$ cat config.mk
export PLATFORM = sky130hd
export DESIGN_NAME = bit_frame_deserializer
export DESIGN_NICKNAME = d
export VERILOG_FILES = /design/src/rtl/bit_frame_deserializer.sv
export SDC_FILE = /design/constraint.sdc
export NUM_CORES = 1
export LEC_CHECK = 0
export ABC_AREA = 1
export CORE_MARGIN = 2
export CORE_UTILIZATION = 56
export CTS_CLUSTER_DIAMETER = 50
export DETAILED_ROUTE_END_ITERATION = 7
export PLACE_DENSITY_LB_ADDON = 0.3
export SLEW_MARGIN = 20
export SYNTH_ARGS = -nofsm -noshare
export SYNTH_HDL_FRONTEND = slang
export SYNTH_SLANG_ARGS = --single-unit
$ cat constraint.sdc
create_clock -name clk -period 2.35 [get_ports clk]
set_clock_uncertainty 0.15 [all_clocks]
set_input_delay 0.3525 -clock clk [delete_from_list [all_inputs] [get_ports clk]]
set_output_delay 0.3525 -clock clk [all_outputs]
set_load 0.02 [all_outputs]
$ cat src/rtl/bit_frame_deserializer.sv
// bit_frame_deserializer
// Samples the raw serial line on each rising edge of the recovered bit clock,
// hunts for the sync word, then emits aligned DATA_W-bit words. A watchdog,
// scaled by the measured half-period, drops lock when the bit clock stalls.
//
// Ports:
//   clk        global clock (sole clock)
//   rst        asynchronous active-high reset
//   signal     raw serial line (asynchronous, synchronized here)
//   clk_rec    recovered bit clock, already in the clk domain
//   clk_freq   half-period count from clock recovery, 0 = unknown
//   hunt       one-cycle pulse forcing re-alignment
//   data_out   last completed word
//   data_valid one-cycle pulse, data_out updated this cycle
//   locked     high while aligned
//   clk_lost   sticky watchdog flag, cleared by the next sample strobe
`timescale 1ns/1ps

module bit_frame_deserializer #(
    parameter int unsigned       DATA_W    = 8,
    parameter logic [DATA_W-1:0] SYNC_WORD = 8'hA5,
    parameter int unsigned       CLK_LEN   = 16,
    parameter int unsigned       WD_SHIFT  = 2
) (
    input  logic               clk,
    input  logic               rst,
    input  logic               signal,
    input  logic               clk_rec,
    input  logic [CLK_LEN-1:0] clk_freq,
    input  logic               hunt,
    output logic [DATA_W-1:0]  data_out,
    output logic               data_valid,
    output logic               locked,
    output logic               clk_lost
);

    localparam int unsigned FILL_W = $clog2(DATA_W + 1);
    localparam int unsigned CNT_W  = $clog2(DATA_W);
    localparam int unsigned WD_W   = CLK_LEN + WD_SHIFT;

    localparam logic [FILL_W-1:0] FILL_FULL = FILL_W'(DATA_W);
    localparam logic [CNT_W-1:0]  CNT_LAST  = CNT_W'(DATA_W - 1);

    typedef enum logic [0:0] {
        ST_HUNT   = 1'b0,
        ST_LOCKED = 1'b1
    } state_t;

    state_t              state, state_n;
    logic                sig_m, sig_s;
    logic                rec_d;
    logic [DATA_W-1:0]   sh, sh_n;
    logic [FILL_W-1:0]   fill, fill_n;
    logic [CNT_W-1:0]    bit_cnt, bit_cnt_n;
    logic [WD_W-1:0]     wd, wd_n;
    logic [DATA_W-1:0]   data_out_n;
    logic                data_valid_n;
    logic                locked_n;
    logic                clk_lost_n;

    logic                strobe;
    logic [DATA_W-1:0]   sh_shift;
    logic [WD_W-1:0]     wd_limit;
    logic                wd_trip;

    // Input synchronizer and recovered-clock edge history
    always_ff @(posedge clk or posedge rst) begin
        if (rst) begin
            sig_m <= 1'b0;
            sig_s <= 1'b0;
            rec_d <= 1'b0;
        end else begin
            sig_m <= signal;
            sig_s <= sig_m;
            rec_d <= clk_rec;
        end
    end

    assign strobe   = clk_rec & ~rec_d;
    assign sh_shift = {sh[DATA_W-2:0], sig_s};
    assign wd_limit = WD_W'(clk_freq) << WD_SHIFT;

    // Trip once per stall: clk_lost blocks re-trips until a strobe clears it,
    // and a strobe in the same cycle always wins.
    assign wd_trip = (clk_freq != '0) && !strobe && !clk_lost && (wd == wd_limit);

    // State register and datapath registers
    always_ff @(posedge clk or posedge rst) begin
        if (rst) begin
            state      <= ST_HUNT;
            sh         <= '0;
            fill       <= '0;
            bit_cnt    <= '0;
            wd         <= '0;
            data_out   <= '0;
            data_valid <= 1'b0;
            locked     <= 1'b0;
            clk_lost   <= 1'b0;
        end else begin
            state      <= state_n;
            sh         <= sh_n;
            fill       <= fill_n;
            bit_cnt    <= bit_cnt_n;
            wd         <= wd_n;
            data_out   <= data_out_n;
            data_valid <= data_valid_n;
            locked     <= locked_n;
            clk_lost   <= clk_lost_n;
        end
    end

    // Next-state, alignment, word assembly and watchdog
    always_comb begin
        state_n      = state;
        sh_n         = sh;
        fill_n       = fill;
        bit_cnt_n    = bit_cnt;
        wd_n         = wd;
        data_out_n   = data_out;
        data_valid_n = 1'b0;
        clk_lost_n   = clk_lost;

        if (strobe) begin
            wd_n       = '0;
            clk_lost_n = 1'b0;
        end else if (wd != '1) begin
            wd_n = wd + WD_W'(1);
        end

        if (wd_trip) begin
            clk_lost_n = 1'b1;
            state_n    = ST_HUNT;
            sh_n       = '0;
            fill_n     = '0;
            bit_cnt_n  = '0;
        end

        if (hunt) begin
            // Hunt overrides any coincident strobe; that bit is dropped.
            state_n   = ST_HUNT;
            sh_n      = '0;
            fill_n    = '0;
            bit_cnt_n = '0;
        end else if (strobe) begin
            sh_n = sh_shift;
            case (state)
                ST_HUNT: begin
                    fill_n = (fill == FILL_FULL) ? FILL_FULL : fill + FILL_W'(1);
                    if ((fill_n == FILL_FULL) && (sh_shift == SYNC_WORD)) begin
                        state_n   = ST_LOCKED;
                        bit_cnt_n = '0;
                    end
                end
                ST_LOCKED: begin
                    if (bit_cnt == CNT_LAST) begin
                        data_out_n   = sh_shift;
                        data_valid_n = 1'b1;
                        bit_cnt_n    = '0;
                    end else begin
                        bit_cnt_n = bit_cnt + CNT_W'(1);
                    end
                end
                default: state_n = ST_HUNT;
            endcase
        end

        locked_n = (state_n == ST_LOCKED);
    end

endmodule

==> metrics.csv <==
metric;value;unit
ys_seq_area_share;43.0;%
area_growth;18.3;%
fmax;0.487;GHz
die-area;0.00535;sq mm
wl_per_cell;13.4;um
cts_tree;done;
drv_cap;0;
synth_edf_count;0;
grt_first_pass_wirelength;10300;um
root_buffer;clkbuf_8;
status;completed;
leakagePower;0.00154;uW
die_x;73.1;um
synth-async-reset-ratio;100;%
antenna_left;0;
p_per_area;509;mW/mm^2
worstMarginPinSlew;834;ps
grt_pass1_vias;2388;
n_antenna_cell;0;
netlist-cell-type-count;34;
vias;2472;
switching_share;29.6;%
globalplace.congestion;0.914;
combPwrFrac;14.7;%
cts_buffer_depth;2;
p_seq_share;53.4;%
cts_resized;0;
setup_ws;295;ps
crit_fanout;16;
ys_warn_count;0;
synthMostInstantiatedCell;nand2_1;
finalMaxSlewViolations;0;
final_util;68.0;%
hold_buffers;0;
arrival;2100;ps
core-area;0.00466;sq mm
crit_type;register to register;
drive_gt1_share;8.44;%
grt_max_degree;23;
fin_crit;2060;ps
p_int;1140;uW
synth_ff_type;dfrtp_1;
viasPerCell;5.41;
rows;25;
yosys-top-cells-count;nand2_1, inv_1, dfrtp_1, nor2_1, nand3_1;
port_buffers;31;
power;1610;uW
critPathLaunchType;register;
netlist_instances;364;
r2r_cells;11;
setup-violations-final;0;
synth_area_leaders;dfrtp_1, nand2_1, inv_1;
clk_latency;310;ps
dpl.hpwl;4680;um
hold_path.class;register to register;
syn_area;0.00268;sq mm
avgSynthCellArea;7.36;sq um
cts.sinks;46;
slew_headroom;44.1;%
synth_largest_area_cell;dfrtp_1;
rsz0062_at_grt;no;
start_util;57.4;%
whs;224;ps
whs_path_depth;0;
drc;0;
dp_slack;133;ps
critical_path_required;2390;ps
cts.clk_slew.worst_paths;100;ps
ir_drop;0.000423;V
hold_viol_final;0;
drt_pass1_iterations;4;
synth-seq-cells;46;
clockPowerShare;31.9;%
nets;429;
p_switching;477;uW
finalCritPeriodShare;87.5;%
drt_iter0_drc;200;
wl;6110;um
grt_usage;25.5;%
cts-htree-levels;2;
tns;0;ps
post_cts_buffers;0;
yosysTopAreaCellShare;43.0;%
numCtsBuffers;5;
synth_nets;391;
die_y;73.1;um
antenna_found_initial;0;
io_pins;32;
worstSetupEndpointType;register;
grt.overflow.total;0;
==> per-layer routing <==
| metal | up-vias | GRT usage [%] | wire [um] |
|---|---|---|---|
| met5 | - | 0 | 0 |
| met4 | 0 | 9.26 | 142 |
| met3 | 15 | 4.70 | 243 |
| met2 | 60 | 45.6 | 3190 |
| met1 | 1151 | 30.2 | 2540 |
| li1 | 1246 | - | - |
==> metrics by stage <==
step / cell area, sq um / std cells
floorplan: 2680 / 364
global placement: 3070 / 449
detailed placement: 3070 / 449
CTS: 3170 / 457
global route: 3170 / 457
finish: 3170 / 457
==> sequential cells by signal (all words and copies together), names as in the netlist <==
name,cells
rec_d,1
data_out,8
data_valid,1
sh,7
state,1
clk_lost,1
wd,18
bit_cnt,3
sig_s,1
fill,4
sig_m,1
==> worst paths after layout <==
| path | from | to | slack [ps] |
|---|---|---|---|
| max in group asynchronous | rst | sh[4] | 1270 |
| min in group asynchronous | rst | wd[1] | 260 |
| worst min-delay path | sig_m | sig_s | 220 |
| worst max register to register | wd[0] | bit_cnt[1] | 290 |
| worst max-delay path | wd[0] | bit_cnt[1] | 290 |
| worst min register to register | sig_m | sig_s | 220 |
==> placed cells by master (no fill, tap or decap), drive strengths merged <==
cell type / count
clkbuf: 5
nor2: 38
a21oi: 12
o21ai: 30
nand3: 32
ha: 6
clkdlybuf4s50: 31
clkinvlp: 1
xnor2: 3
a32oi: 1
nor4: 2
nand2: 105
a31oi: 2
inv: 56
nor3: 12
clkinv: 2
xor2: 3
o31ai: 4
or2: 1
nand3b: 1
dfrtp: 46
nand4: 5
buf: 5
==> critical path: stages, from the launching register on <==
cell and delay (ps):
dfrtp_1 450, inv_1 120, ha_1 160, inv_1 40
nor2_1 80, nand2_1 70, nor2_1 90, nand2_1 70
nor2_1 130, nand3_2 300, nand3_1 200, a21oi_1 80
==> power by group through the flow <==
stage	Sequential, uW	Combinational (uW)	Clock (uW)
2_1_floorplan	868	149	0
3_3_place_gp	877	232	0
3_5_place_dp	878	237	0
4_1_cts	862	239	529
5_1_grt	869	278	552
6_report	862	237	514
==> kinds of logic (layout without fill, tap and decap cells) <==
logic type | after synthesis | after routing | share of synthesized area (%)
simple gates | 196 | 196 | 33.3
buf+inv | 61 | 100 | 9.02
compound gates | 49 | 49 | 9.91
flops | 46 | 46 | 43.0
fa+ha+maj | 6 | 6 | 2.80
xor+xnor | 6 | 6 | 1.96
==> area by class of cell <==
class,count,area (sq um)
flip-flops and latches,46,1150
fillers,416,1490
multi-input cells,257,1280
clock inverters,3,25.0
well taps,54,67.6
repair buffers,36,360
clock buffers,5,68.8
inverters,56,210
Note: power is estimated with default switching activity, not from simulation.
